<file path="config.mk">
export PLATFORM = sky130hd
export DESIGN_NAME = lfsr_rng_arbiter
export DESIGN_NICKNAME = d
export VERILOG_FILES = /design/src/rtl/lfsr_rng_pkg.sv /design/src/rtl/lfsr_core.sv /design/src/rtl/lfsr_rng_arbiter.sv
export SDC_FILE = /design/constraint.sdc
export NUM_CORES = 1
export LEC_CHECK = 0
export ABC_AREA = 0
export BUFFER_PORTS_ARGS = -buffer_cell sky130_fd_sc_hd__buf_4
export CAP_MARGIN = 20
export CORE_MARGIN = 2
export CORE_UTILIZATION = 23
export CTS_BUF_LIST = sky130_fd_sc_hd__clkbuf_8
export CTS_CLUSTER_DIAMETER = 60
export DETAILED_ROUTE_END_ITERATION = 12
export PLACE_DENSITY = 0.48
export SLEW_MARGIN = 40
export SYNTH_ARGS = -nofsm -noshare
export SYNTH_HDL_FRONTEND = slang
export SYNTH_SLANG_ARGS = --single-unit
export TNS_END_PERCENT = 1
</file>
<file path="constraint.sdc">
create_clock -name clk -period 1.7 [get_ports clk]
set_input_delay 0.085 -clock clk [delete_from_list [all_inputs] [get_ports clk]]
set_output_delay 0.085 -clock clk [all_outputs]
set_load 0.1 [all_outputs]
</file>
<file path="src/rtl/lfsr_rng_pkg.sv">
// -----------------------------------------------------------------------------
// lfsr_rng_pkg
// Shared types and helpers for the LFSR random-number arbiter.
//   arb_state_e    : arbiter FSM states (SERVE, WARMUP)
//   STATS_W        : width of the optional grant counter
//   FB_MAX_W       : widest LFSR the feedback helper supports
//   lfsr_feedback(): XOR-reduce of state masked by the tap vector
// -----------------------------------------------------------------------------
package lfsr_rng_pkg;

  typedef enum logic {
    SERVE  = 1'b0,
    WARMUP = 1'b1
  } arb_state_e;

  localparam int unsigned STATS_W  = 16;
  localparam int unsigned FB_MAX_W = 32;

  // Callers zero-extend state and taps to FB_MAX_W so the helper stays width-agnostic.
  function automatic logic lfsr_feedback(input logic [FB_MAX_W-1:0] state,
                                         input logic [FB_MAX_W-1:0] taps);
    return ^(state & taps);
  endfunction

endpackage

</file>
<file path="src/rtl/lfsr_core.sv">
// -----------------------------------------------------------------------------
// lfsr_core
// Fibonacci LFSR: shifts left, feedback bit enters at bit 0.
// A load of all-zero is replaced by SEED so the lock-up state is unreachable.
// Ports:
//   clk        in   clock
//   reset      in   asynchronous, active-high; state returns to SEED
//   step_i     in   advance one LFSR state
//   load_i     in   load load_val_i (has priority over step_i)
//   load_val_i in   new state value
//   state_o    out  current LFSR state
// -----------------------------------------------------------------------------
module lfsr_core
  import lfsr_rng_pkg::*;
#(
  parameter int unsigned      WIDTH = 4,
  parameter logic [WIDTH-1:0] TAPS  = 4'hA,
  parameter logic [WIDTH-1:0] SEED  = '1
) (
  input  logic             clk,
  input  logic             reset,
  input  logic             step_i,
  input  logic             load_i,
  input  logic [WIDTH-1:0] load_val_i,
  output logic [WIDTH-1:0] state_o
);

  logic [WIDTH-1:0]    state_q, state_d;
  logic [FB_MAX_W-1:0] state_ext, taps_ext;

  always_comb begin
    state_ext                = '0;
    state_ext[WIDTH-1:0]     = state_q;
    taps_ext                 = '0;
    taps_ext[WIDTH-1:0]      = TAPS;
    state_d                  = state_q;
    if (load_i) begin
      state_d = (load_val_i == '0) ? SEED : load_val_i;
    end else if (step_i) begin
      state_d = {state_q[WIDTH-2:0], lfsr_feedback(state_ext, taps_ext)};
    end
  end

  always_ff @(posedge clk or posedge reset) begin
    if (reset) begin
      state_q <= SEED;
    end else begin
      state_q <= state_d;
    end
  end

  assign state_o = state_q;

endmodule

</file>
<file path="src/rtl/lfsr_rng_arbiter.sv">
// -----------------------------------------------------------------------------
// lfsr_rng_arbiter
// Shared pseudo-random source for NUM_REQ consumers. Round-robin arbitration,
// the LFSR advances once per grant. A reseed discards WARMUP_CYCLES states
// before serving again.
// Ports:
//   clk          in   clock
//   reset        in   asynchronous, active-high
//   req_i        in   per-requester request level, held until granted
//   gnt_o        out  one-hot grant, combinational
//   rnd_o        out  LFSR state while a grant is active, else 0
//   seed_we_i    in   load seed_i this cycle (blocks any grant)
//   seed_i       in   new seed (0 is replaced by SEED)
//   busy_o       out  high while in WARMUP
//   grant_cnt_o  out  saturating grant count (only with LFSR_RNG_ARB_STATS_EN)
// Optional feature macro: LFSR_RNG_ARB_STATS_EN
// -----------------------------------------------------------------------------
module lfsr_rng_arbiter
  import lfsr_rng_pkg::*;
#(
  parameter int unsigned      NUM_REQ       = 4,
  parameter int unsigned      WIDTH         = 4,
  parameter logic [WIDTH-1:0] TAPS          = 4'hA,
  parameter logic [WIDTH-1:0] SEED          = '1,
  parameter int unsigned      WARMUP_CYCLES = 2
) (
  input  logic               clk,
  input  logic               reset,
  input  logic [NUM_REQ-1:0] req_i,
  output logic [NUM_REQ-1:0] gnt_o,
  output logic [WIDTH-1:0]   rnd_o,
  input  logic               seed_we_i,
  input  logic [WIDTH-1:0]   seed_i,
  output logic               busy_o
`ifdef LFSR_RNG_ARB_STATS_EN
  ,
  output logic [STATS_W-1:0] grant_cnt_o
`endif
);

  localparam int unsigned PW = (NUM_REQ > 1) ? $clog2(NUM_REQ) : 1;

  arb_state_e         state_q;
  logic [PW-1:0]      ptr_q;
  logic [7:0]         cnt_q;
  logic               busy_q;

  logic [NUM_REQ-1:0] gnt;
  logic               gnt_any;
  logic [PW-1:0]      gnt_idx;
  logic [PW-1:0]      ptr_nxt;
  logic [PW:0]        cand;
  logic [WIDTH-1:0]   lfsr_state;
  logic               lfsr_step;

  // Scan NUM_REQ slots starting at the pointer; the extra bit in cand
  // absorbs the wrap before reducing modulo NUM_REQ.
  always_comb begin
    gnt     = '0;
    gnt_any = 1'b0;
    gnt_idx = '0;
    cand    = '0;
    if (state_q == SERVE && !seed_we_i) begin
      for (int unsigned k = 0; k < NUM_REQ; k++) begin
        cand = {1'b0, ptr_q} + (PW+1)'(k);
        if (cand >= (PW+1)'(NUM_REQ)) begin
          cand = cand - (PW+1)'(NUM_REQ);
        end
        if (!gnt_any && req_i[cand[PW-1:0]]) begin
          gnt_any = 1'b1;
          gnt_idx = cand[PW-1:0];
        end
      end
      if (gnt_any) begin
        gnt[gnt_idx] = 1'b1;
      end
    end
  end

  assign ptr_nxt   = (gnt_idx == PW'(NUM_REQ - 1)) ? '0 : gnt_idx + PW'(1);
  assign lfsr_step = gnt_any || (state_q == WARMUP);

  always_ff @(posedge clk or posedge reset) begin
    if (reset) begin
      state_q <= SERVE;
      ptr_q   <= '0;
      cnt_q   <= '0;
      busy_q  <= 1'b0;
    end else if (seed_we_i) begin
      cnt_q <= 8'(WARMUP_CYCLES);
      if (WARMUP_CYCLES == 0) begin
        state_q <= SERVE;
        busy_q  <= 1'b0;
      end else begin
        state_q <= WARMUP;
        busy_q  <= 1'b1;
      end
    end else begin
      case (state_q)
        SERVE: begin
          if (gnt_any) begin
            ptr_q <= ptr_nxt;
          end
        end
        WARMUP: begin
          cnt_q <= cnt_q - 8'd1;
          if (cnt_q <= 8'd1) begin
            state_q <= SERVE;
            busy_q  <= 1'b0;
          end
        end
        default: begin
          state_q <= SERVE;
          busy_q  <= 1'b0;
        end
      endcase
    end
  end

  lfsr_core #(
    .WIDTH (WIDTH),
    .TAPS  (TAPS),
    .SEED  (SEED)
  ) u_lfsr (
    .clk        (clk),
    .reset      (reset),
    .step_i     (lfsr_step),
    .load_i     (seed_we_i),
    .load_val_i (seed_i),
    .state_o    (lfsr_state)
  );

  assign gnt_o  = gnt;
  assign rnd_o  = gnt_any ? lfsr_state : '0;
  assign busy_o = busy_q;

`ifdef LFSR_RNG_ARB_STATS_EN
  logic [STATS_W-1:0] grant_cnt_q;

  always_ff @(posedge clk or posedge reset) begin
    if (reset) begin
      grant_cnt_q <= '0;
    end else if (gnt_any && (grant_cnt_q != '1)) begin
      grant_cnt_q <= grant_cnt_q + STATS_W'(1);
    end
  end

  assign grant_cnt_o = grant_cnt_q;
`endif

endmodule

</file>
Word level (Yosys, flattened, before mapping)

Index checks and enable logic that the tools add are counted.

Bitwise logic cells: 2
Order comparisons: 11
Eq/ne operators: 1
$add $sub $neg: 9
Muxes and demuxes: 48
Div/mod/pow operators: 0
$mul: 0
Shift-type cells: 0
Reduce and logical (&&, ||, !) cells: 17

Operators by type and width:

| kind                                                              | number |
|---|---|
| XOR reduction 32 bit                                              | 1 |
| 2-to-1 mux 2 bit                                                  | 15 |
| 2-to-1 mux 4 bit                                                  | 6 |
| 2-to-1 mux 1 bit                                                  | 20 |
| 2-to-1 mux 8 bit                                                  | 2 |
| less-than comparator 2 x 3 -> 1 bit, second input constant        | 5 |
| greater-or-equal comparator 3 bit, second input constant          | 3 |
| binary-select mux 1 bit (select 2 bit)                            | 4 |
| <= comparator 8 x 1 -> 1 bit, second input constant               | 1 |
| subtractor 2 x 1 -> 2 bit, second input constant                  | 4 |
| subtractor 8 x 1 -> 8 bit, second input constant                  | 1 |
| adder 2 x 2 -> 3 bit, second input constant                       | 2 |
| nonzero test 2 bit                                                | 3 |
| logical AND 1 bit                                                 | 5 |
| logical NOT 1 bit                                                 | 4 |
| logical NOT 4 bit                                                 | 1 |
| adder 2 x 1 -> 3 bit, second input constant                       | 1 |
| greater-or-equal comparator 2 x 3 -> 1 bit, second input constant | 1 |
| AND reduction 3 bit                                               | 1 |
| adder 2 x 1 -> 2 bit, second input constant                       | 1 |
| demux 1 bit (select 2 bit)                                        | 1 |
| == test 2 bit, second input constant                              | 1 |
| greater-or-equal comparator 2 x 1 -> 1 bit, second input constant | 1 |
| NOT 1 bit                                                         | 2 |
| 2 further kinds                                                   | 2 |

ROM bits: 0
Memories kept: 0
Latch bits: 0
Bits in registers: 16
RAM bits: 0
Logic and storage cells: 93

Depth between registers and ports, before layout

Gate-level depths: netlist (run 1).

Word-level depth: 25
Gate-level depth with buffers: 6

Hierarchy

Synthesis (run 1) repeated with hierarchy kept, for this count alone.

Cells, all modules: 98
Area, all modules: 954.7 µm²

Modules (own cells, without submodules):

| module           | seq. area each (µm²) | cells an instance | area an instance (µm²) | instances |
|---|---|---|---|---|
| lfsr_rng_arbiter | 300.3                | 82                | 721.9                  | 1 |
| lfsr_core        | 105.1                | 16                | 232.7                  | 1 |

Worst setup path before layout (run 1)

OpenSTA, ideal clock, no wires.

Path type: flip-flop to output port
Start point: register ptr_q[1]
End point: output gnt_o[0]
Arrival: 3.091 ns
Stages on the path, launching flop included: 5
Buffers on the path: 0
Slack: -1.476 ns
Cells stage by stage: dfrtp_1 -> a21oi_1 -> o21ai_0 -> o2bb2a_1 -> nor3b_1

Cells in the longest elaborated chain, start to end: 25
Elaborated cells between the ends (all ways): 53
Those cells by class: 7 x add/sub; 6 x order compare; 33 x mux; 7 x reduce/logical

RTL lines:

| element                                                                                                                 | RTL line                                       | source |
|---|---|---|
| from (decl)                                                                                                             | lfsr_rng_arbiter.sv:44                         | `logic [PW-1:0] ptr_q;` |
| from (signal assigned)                                                                                                  | lfsr_rng_arbiter.sv:102                        | `ptr_q <= ptr_nxt;` |
| greater-or-equal comparator 2 x 3 -> 1 bit or subtractor 2 x 1 -> 2 bit (tied branches)                                 | lfsr_rng_arbiter.sv:66, lfsr_rng_arbiter.sv:67 |  |
| 2-to-1 mux 2 bit                                                                                                        | lfsr_rng_arbiter.sv:66                         | `if (cand >= (PW+1)'(NUM_REQ)) begin` |
| 2-to-1 mux 2 bit                                                                                                        | lfsr_rng_arbiter.sv:63                         | `if (state_q == SERVE && !seed_we_i) begin` |
| binary-select mux 1 bit (select 2 bit)                                                                                  | lfsr_rng_arbiter.sv:69                         | `if (!gnt_any && req_i[cand[PW-1:0]]) begin` |
| 2-to-1 mux 1 bit (implied by the code)                                                                                  | lfsr_rng_arbiter.sv:69                         |  |
| 2-to-1 mux 1 bit                                                                                                        | lfsr_rng_arbiter.sv:69                         |  |
| 2-to-1 mux 1 bit                                                                                                        | lfsr_rng_arbiter.sv:63                         |  |
| logical NOT 1 bit                                                                                                       | lfsr_rng_arbiter.sv:69                         |  |
| [9 not listed]                                                                                                          | -                                              |  |
| 2-to-1 mux 2 bit                                                                                                        | lfsr_rng_arbiter.sv:69                         |  |
| 2-to-1 mux 2 bit                                                                                                        | lfsr_rng_arbiter.sv:63                         |  |
| less-than comparator 2 x 3 -> 1 bit (implied by the code) or greater-or-equal comparator 2 x 1 -> 1 bit (tied branches) | lfsr_rng_arbiter.sv:75                         | `gnt[gnt_idx] = 1'b1;` |
| logical AND 1 bit (implied by the code)                                                                                 | lfsr_rng_arbiter.sv:75                         |  |
| 2-to-1 mux 1 bit (implied by the code)                                                                                  | lfsr_rng_arbiter.sv:75                         |  |
| demux 1 bit (select 2 bit)                                                                                              | lfsr_rng_arbiter.sv:75                         |  |
| 2-to-1 mux 4 bit (*)                                                                                                    | lfsr_rng_arbiter.sv:74                         | `if (gnt_any) begin` |
| 2-to-1 mux 4 bit (*)                                                                                                    | lfsr_rng_arbiter.sv:63                         |  |
| to (decl)                                                                                                               | lfsr_rng_arbiter.sv:30                         | `output logic [NUM_REQ-1:0] gnt_o,` |

Every way passes the cells marked *; elsewhere a longest branch is shown, timed or not. The select of a mux whose other input is x is not followed.

Worst setup path in the final report (run 1)

Start point: register ptr_q[1]
End point: output gnt_o[1]

Same word-level chain as after synthesis.

==> impl_results.md, run 1 <==
* Area grow syn2layout at 41.2%
* Sequential share of the synthesized area at 41.8%
* Design Area, Final at 1370 um^2
* Minimum clock period after layout at 1770 ps
* Final Setup Violations at 3
* Fmax at 565 MHz
* Hold Crit Class: primary input to flop
* Final nets at 150
* Synth async-reset ratio at 100%
* Worst Hold Path Cells at 4
* Hold Crit Start: seed_we_i
* Clock transition at path regs at 60 ps
* CTS root buffer: clkbuf_8
* Instance count on the critical path at 6
* Die Y-Extent at 68.9 um
* Clock Sinks at 16
* Final Skew at 2.16 ps
* First DRT Iteration DRCs at 23
* WP data arrival at 1690 ps
* Routed wire length at 1.96 mm
* CP peak stage delay at 400 ps
* FILL cells at 438
* Overall Power at 2.18 mW
* Initial Utilization at 24.1%
* Core Rows at 23
* CP Capture Type: output port
* Area after DPL at 1220 um^2
* Most frequent cells in the layout: buf_4, nor2_1, dfrtp_1
* Status: complete, but fails checks
* Pins Over Slew Limit at 0
* Hold Slack at 173 ps
* H-tree depth at 1
* CP max stage cell: dfrtp_2
* R2r worst-path depth at 3
* R2r setup slk at 120 ps
* DP Wirelength at 1.50 mm
* Largest net degree at the start of global routing at 20
* RR Startpoint: cnt_q[4]
* Synth Register Bits at 16
* CORE AREA at 4030 um^2
* Worst path buffer plus inverter count at 1
* RSZ-0062 raised after global routing: yes
* Vias in the first global route at 777
* Avg WL per Cell at 10.5 um
* Top_reg_cell synth: dfrtp_1
* Worst EP required at 1620 ps
* Ports at 20
* Final hold violations at 0
* Failing checks: negative setup slack
* GRT Total Usage at 9.47%
* Setup TNS at -124 ps
* Commonest non-fill, non-tap cell in the layout: buf_4
* Slew HR at 60.5%
* Setup Crit Path Kind: flop to output port
* Post-Synthesis Cells at 107
* Netlist cell types at 30
* Crit path from: ptr_q[1]
* Maximum buffer depth of the clock tree at 2
* Final period util at 104%
* First-pass GRT wire length at 3.38 mm
* IO Port Bufs at 19
* Post-synth top area cell: dfrtp_1
* Synth warn at 0
* Diodes inserted at 0
* Initial antenna violation count at 0
* Largest fanout on the critical path at 5
* Drt drc at 0
* Cell Area, Synth at 970 um^2
* Routability congestion estimate at 0.729
* Vias per cell at 4.44
* Layout cell share with drive strength beyond 1 at 38.2%
* Area contributors post-synth: dfrtp_1, dfstp_2, nor2_1
* Least-Margin Pin Slew at 587 ps
* Startpoint types: flop
* Avg Inst Size Synth at 9.06 um^2
* Worst hold path endpoint: ptr_q[1]
* Share of the synthesized area in the top cell type at 31.0%
* Leakage at 0.597 nW
* Max-Cap Viols at 0
* Syn_nets at 120
* Number of flops mapped to enable cells by yosys at 0
* CTS buffer count at 3
* DIE WIDTH at 68.9 um
* Pwr Density at 1590 nW/um^2
* Reg-to-Reg End: cnt_q[6]
* Critical Path, Cell by Cell: mux2i_1 -> nor2_1 -> a311oi_2 -> nand2_1 -> nor2_4 -> buf_12
* Vias at 825
* Setup ws final at -70.4 ps
* Drt first pass iters at 4
* CP top delay family: flip-flops
* Final antenna-violating net count at 0
* Clk_lat worst skew at 250 ps
* Overflow after GRT at 0
* Worst vdd ir at 0.946 mV
* DIE AREA at 4750 um^2
* CTS tree: yes
sequential cells by signal, summed over array words and instances, names as in the netlist:
name	cells
cnt_q	8
u_lfsr.state_o	4
ptr_q	2
busy_o	1
state_q	1
where the power goes:
part | total [mW] | switching [mW] | leakage [nW] | internal (mW)
Sequential | 0.666 | 0.131 | 0.187 | 0.535
Combinational | 1.18 | 0.681 | 0.381 | 0.497
Clock | 0.332 | 0.127 | 0.0288 | 0.205
Total | 2.18 | 0.939 | 0.597 | 1.24
per-layer routing:
| metal | up-vias | GRT usage, % | wire length (um) | part of all wire [%] |
|---|---|---|---|---|
| met4 | 0 | 0.735 | 0 | 0 |
| met2 | 16 | 15.7 | 914 | 47 |
| met1 | 386 | 12.3 | 937 | 48 |
| met5 | - | 0 | 0 | 0 |
| li1 | 423 | - | - | - |
| met3 | 0 | 3.41 | 110 | 5.6 |
cell type report:
type / count / area [um^2] / area share, %
clock buffers: 4 / 55.1 / 4.02
inverters: 6 / 22.5 / 1.65
multi-input cells: 81 / 552 / 40.3
flip-flops and latches: 16 / 407 / 29.7
well taps: 50 / 62.6 / 4.57
repair buffers: 29 / 270 / 19.7
worst max-delay path by stage:
stage	to	slack, ps
final	gnt_o[1]	-70
after global routing	gnt_o[1]	-230
after CTS	gnt_o[1]	-90
after detailed placement	gnt_o[1]	-40
after global placement	gnt_o[1]	-160
after floorplan	gnt_o[2]	-260
worst min-delay path, cell delays in order:
cell and delay (ps):
buf_4 100, nor3_4 70, nor2_1 80, a21oi_1 50
cell usage after synthesis, types with 3 or more instances:
cell type,number
nor3_1,6
inv_1,6
dfrtp_1,12
buf_6,3
mux2_2,4
nand2b_1,3
dfstp_2,4
a21oi_1,10
and2_1,4
xnor2_1,5
o21ai_0,4
nand2_1,6
nor2_1,19
repair_timing:
action,CTS,global route
hold endpoints to repair,12,0
hold buffers,1,0
endpoints found under the setup margin,8,6
setup buffers,2,0
resized for setup,13,4
pin swaps,3,1
gates cloned,0,0
cells by family after synthesis:
logic type	synth area share [%]
multiplexers	5.68
buffers and inverters	6.19
AND/OR/NAND/NOR	25.3
AO/OA/AOI/OAI	12.1
adder cells (fa/ha/maj)	2.58
flip-flops	41.8
XOR/XNOR	6.32
stage by stage:
step | worst slack (ps) | util (%) | cells
after floorplan | -263 | - | 107
after global placement | -164 | 30.1 | 179
after detailed placement | -37.9 | 30.2 | 179
after CTS | -91.6 | 33.5 | 186
after global routing | -229 | 34.0 | 186
final | -70.4 | 34.0 | 186
(Power assumes the default switching activity.)
==> run 2, diff against run 1 <==
CORE_UTILIZATION = 45   (was 23)
PLACE_DENSITY = 0.76   (was 0.48)
clock period = 2 ns   (was 1.7 ns; I/O delays follow)
==> run 2 against run 1 <==
Via count is 3.4% lower. Total power is 23% lower. Largest cell class unchanged. First-iteration DRC count is 70% lower. Critical path depth stayed put. The flow now finishes without violations. Clock skew hardly changed. Cell count is 15% lower. Wire length is 9.6% lower. Sequential power is 12% lower. Count of clock-buffer cells in the layout is 1 lower. Die area is 46% lower. Register-to-register slack better by 240 ps. Non-clock buffer count is 5 lower.
==> impl_results.md, run 2 (same netlist as run 1, synthesis figures left out) <==
* Status: finished clean
* Footprint of the multi-input gates at 514 um^2
* Leakage at 0.556 nW
* CP Capture Type: output port
* H-tree depth at 1
* Clock Sinks at 16
* Pins Over Slew Limit at 0
* First DRT Iteration DRCs at 7
* Max reg flops at 8
* Largest net degree at the start of global routing at 21
* Routed wire length at 1.77 mm
* DIE WIDTH at 50.4 um
* Vias per cell at 5.04
* Pwr Density at 1390 nW/um^2
* Ports at 20
* FILL cells at 180
* CTS root buffer: clkbuf_8
* Drt drc at 0
* Area after DPL at 1140 um^2
* CTS tree: yes
* Core Rows at 16
* Initial antenna violation count at 0
* Largest fanout on the critical path at 6
* Vias in the first global route at 745
* Final antenna-violating net count at 0
* Fmax at 539 MHz
* Startpoint types: flop
* CORE AREA at 2000 um^2
* Diodes inserted at 0
* RSZ-0062 raised after global routing: no
* Avg WL per Cell at 11.2 um
* Final Skew at 2.56 ps
* Vias at 797
* Area grow syn2layout at 24.5%
* GRT Total Usage at 16.1%
* DP Wirelength at 1.32 mm
* IO Port Bufs at 19
* Routability congestion estimate at 0.736
* Design Area, Final at 1210 um^2
* Commonest non-fill, non-tap cell in the layout: buf_4
* Biggest register: cnt_q
* Initial Utilization at 48.4%
* WP data arrival at 1760 ps
* First-pass GRT wire length at 3.11 mm
* Setup Crit Path Kind: flop to output port
* Max-Cap Viols at 0
* DIE AREA at 2540 um^2
* Reg area at 405 um^2
* Layout cell share with drive strength beyond 1 at 31.3%
* Final nets at 145
* CTS buffer count at 3
* Clock transition at path regs at 60 ps
* Overflow after GRT at 0
* Clk_lat worst skew at 250 ps
* Minimum clock period after layout at 1860 ps
* Slew HR at 61.3%
* Final Setup Violations at 0
* Final hold violations at 0
* Finished Core Util at 60.3%
* Drt first pass iters at 4
* Die Y-Extent at 50.4 um
* Maximum buffer depth of the clock tree at 2
* Most frequent cells in the layout: buf_4, nor2_1, dfrtp_1
* Hold Crit Class: primary input to flop
* Worst vdd ir at 0.928 mV
* Final period util at 92.8%
* Worst EP required at 1900 ps
* Least-Margin Pin Slew at 580 ps
-- run 2: what timing repair did --
action                     4_1_cts  5_1_grt
hold endpoints to repair        12        0
setup endpoints to repair        0        2
gates resized for setup          0        1
hold buffers                     1        0
buffers inserted                 0        1
-- run 2: cell type report --
type	instances	area share, %
clock buffers	3	3.42
well taps	27	2.80
repair buffers	24	15.4
clock inverters	1	0.311
inverters	6	1.87
multi-input cells	81	42.6
flip-flops and latches	16	33.6
-- run 2: through the flow --
step	cells	power, mW	setup TNS, ps	hold slack (ps)	worst slack (ps)
3_3_place_gp	152	1.40	0	198	365
4_1_cts	157	1.68	0	157	5.60
2_1_floorplan	107	1.26	-352	10.9	-209
6_report	158	1.68	0	161	144
3_5_place_dp	152	1.43	0	198	289
5_1_grt	158	1.81	0	193	23.0
-- run 2: worst max-delay path, stage by stage, from the launching register on --
cell      delay [ps]
dfrtp_1          440
mux2i_1          210
nor2_1            60
a311oi_2         280
nand2_1          150
nor2_2           130
buf_6            230
-- run 2: worst paths after layout --
| path | slack [ps] | depth (start not counted) | to | start |
|---|---|---|---|---|
| setup / recovery | 140 | 6 | gnt_o[1] | ptr_q[1] |
| hold / removal | 160 | 2 | cnt_q[3] | seed_we_i |
| setup reg to reg | 360 | 4 | busy_o | cnt_q[4] |
| hold reg to reg | 490 | 1 | busy_o | busy_o |
| max in group asynchronous | 1150 | 3 | cnt_q[0] | reset |
| min in group asynchronous | 470 | 3 | cnt_q[3] | reset |
-- run 2: metal layers --
layer	part of all wire, %	global-route usage, %
met1	48	20.8
met2	45	25.2
met3	4.5	2.98
met4	2.5	9.46
met5	0	0
-- run 2: report_power, final --
part,internal [mW],switching (mW),leakage (nW)
Combinational,0.348,0.505,0.341
Clock,0.136,0.104,0.0269
Sequential,0.453,0.134,0.188
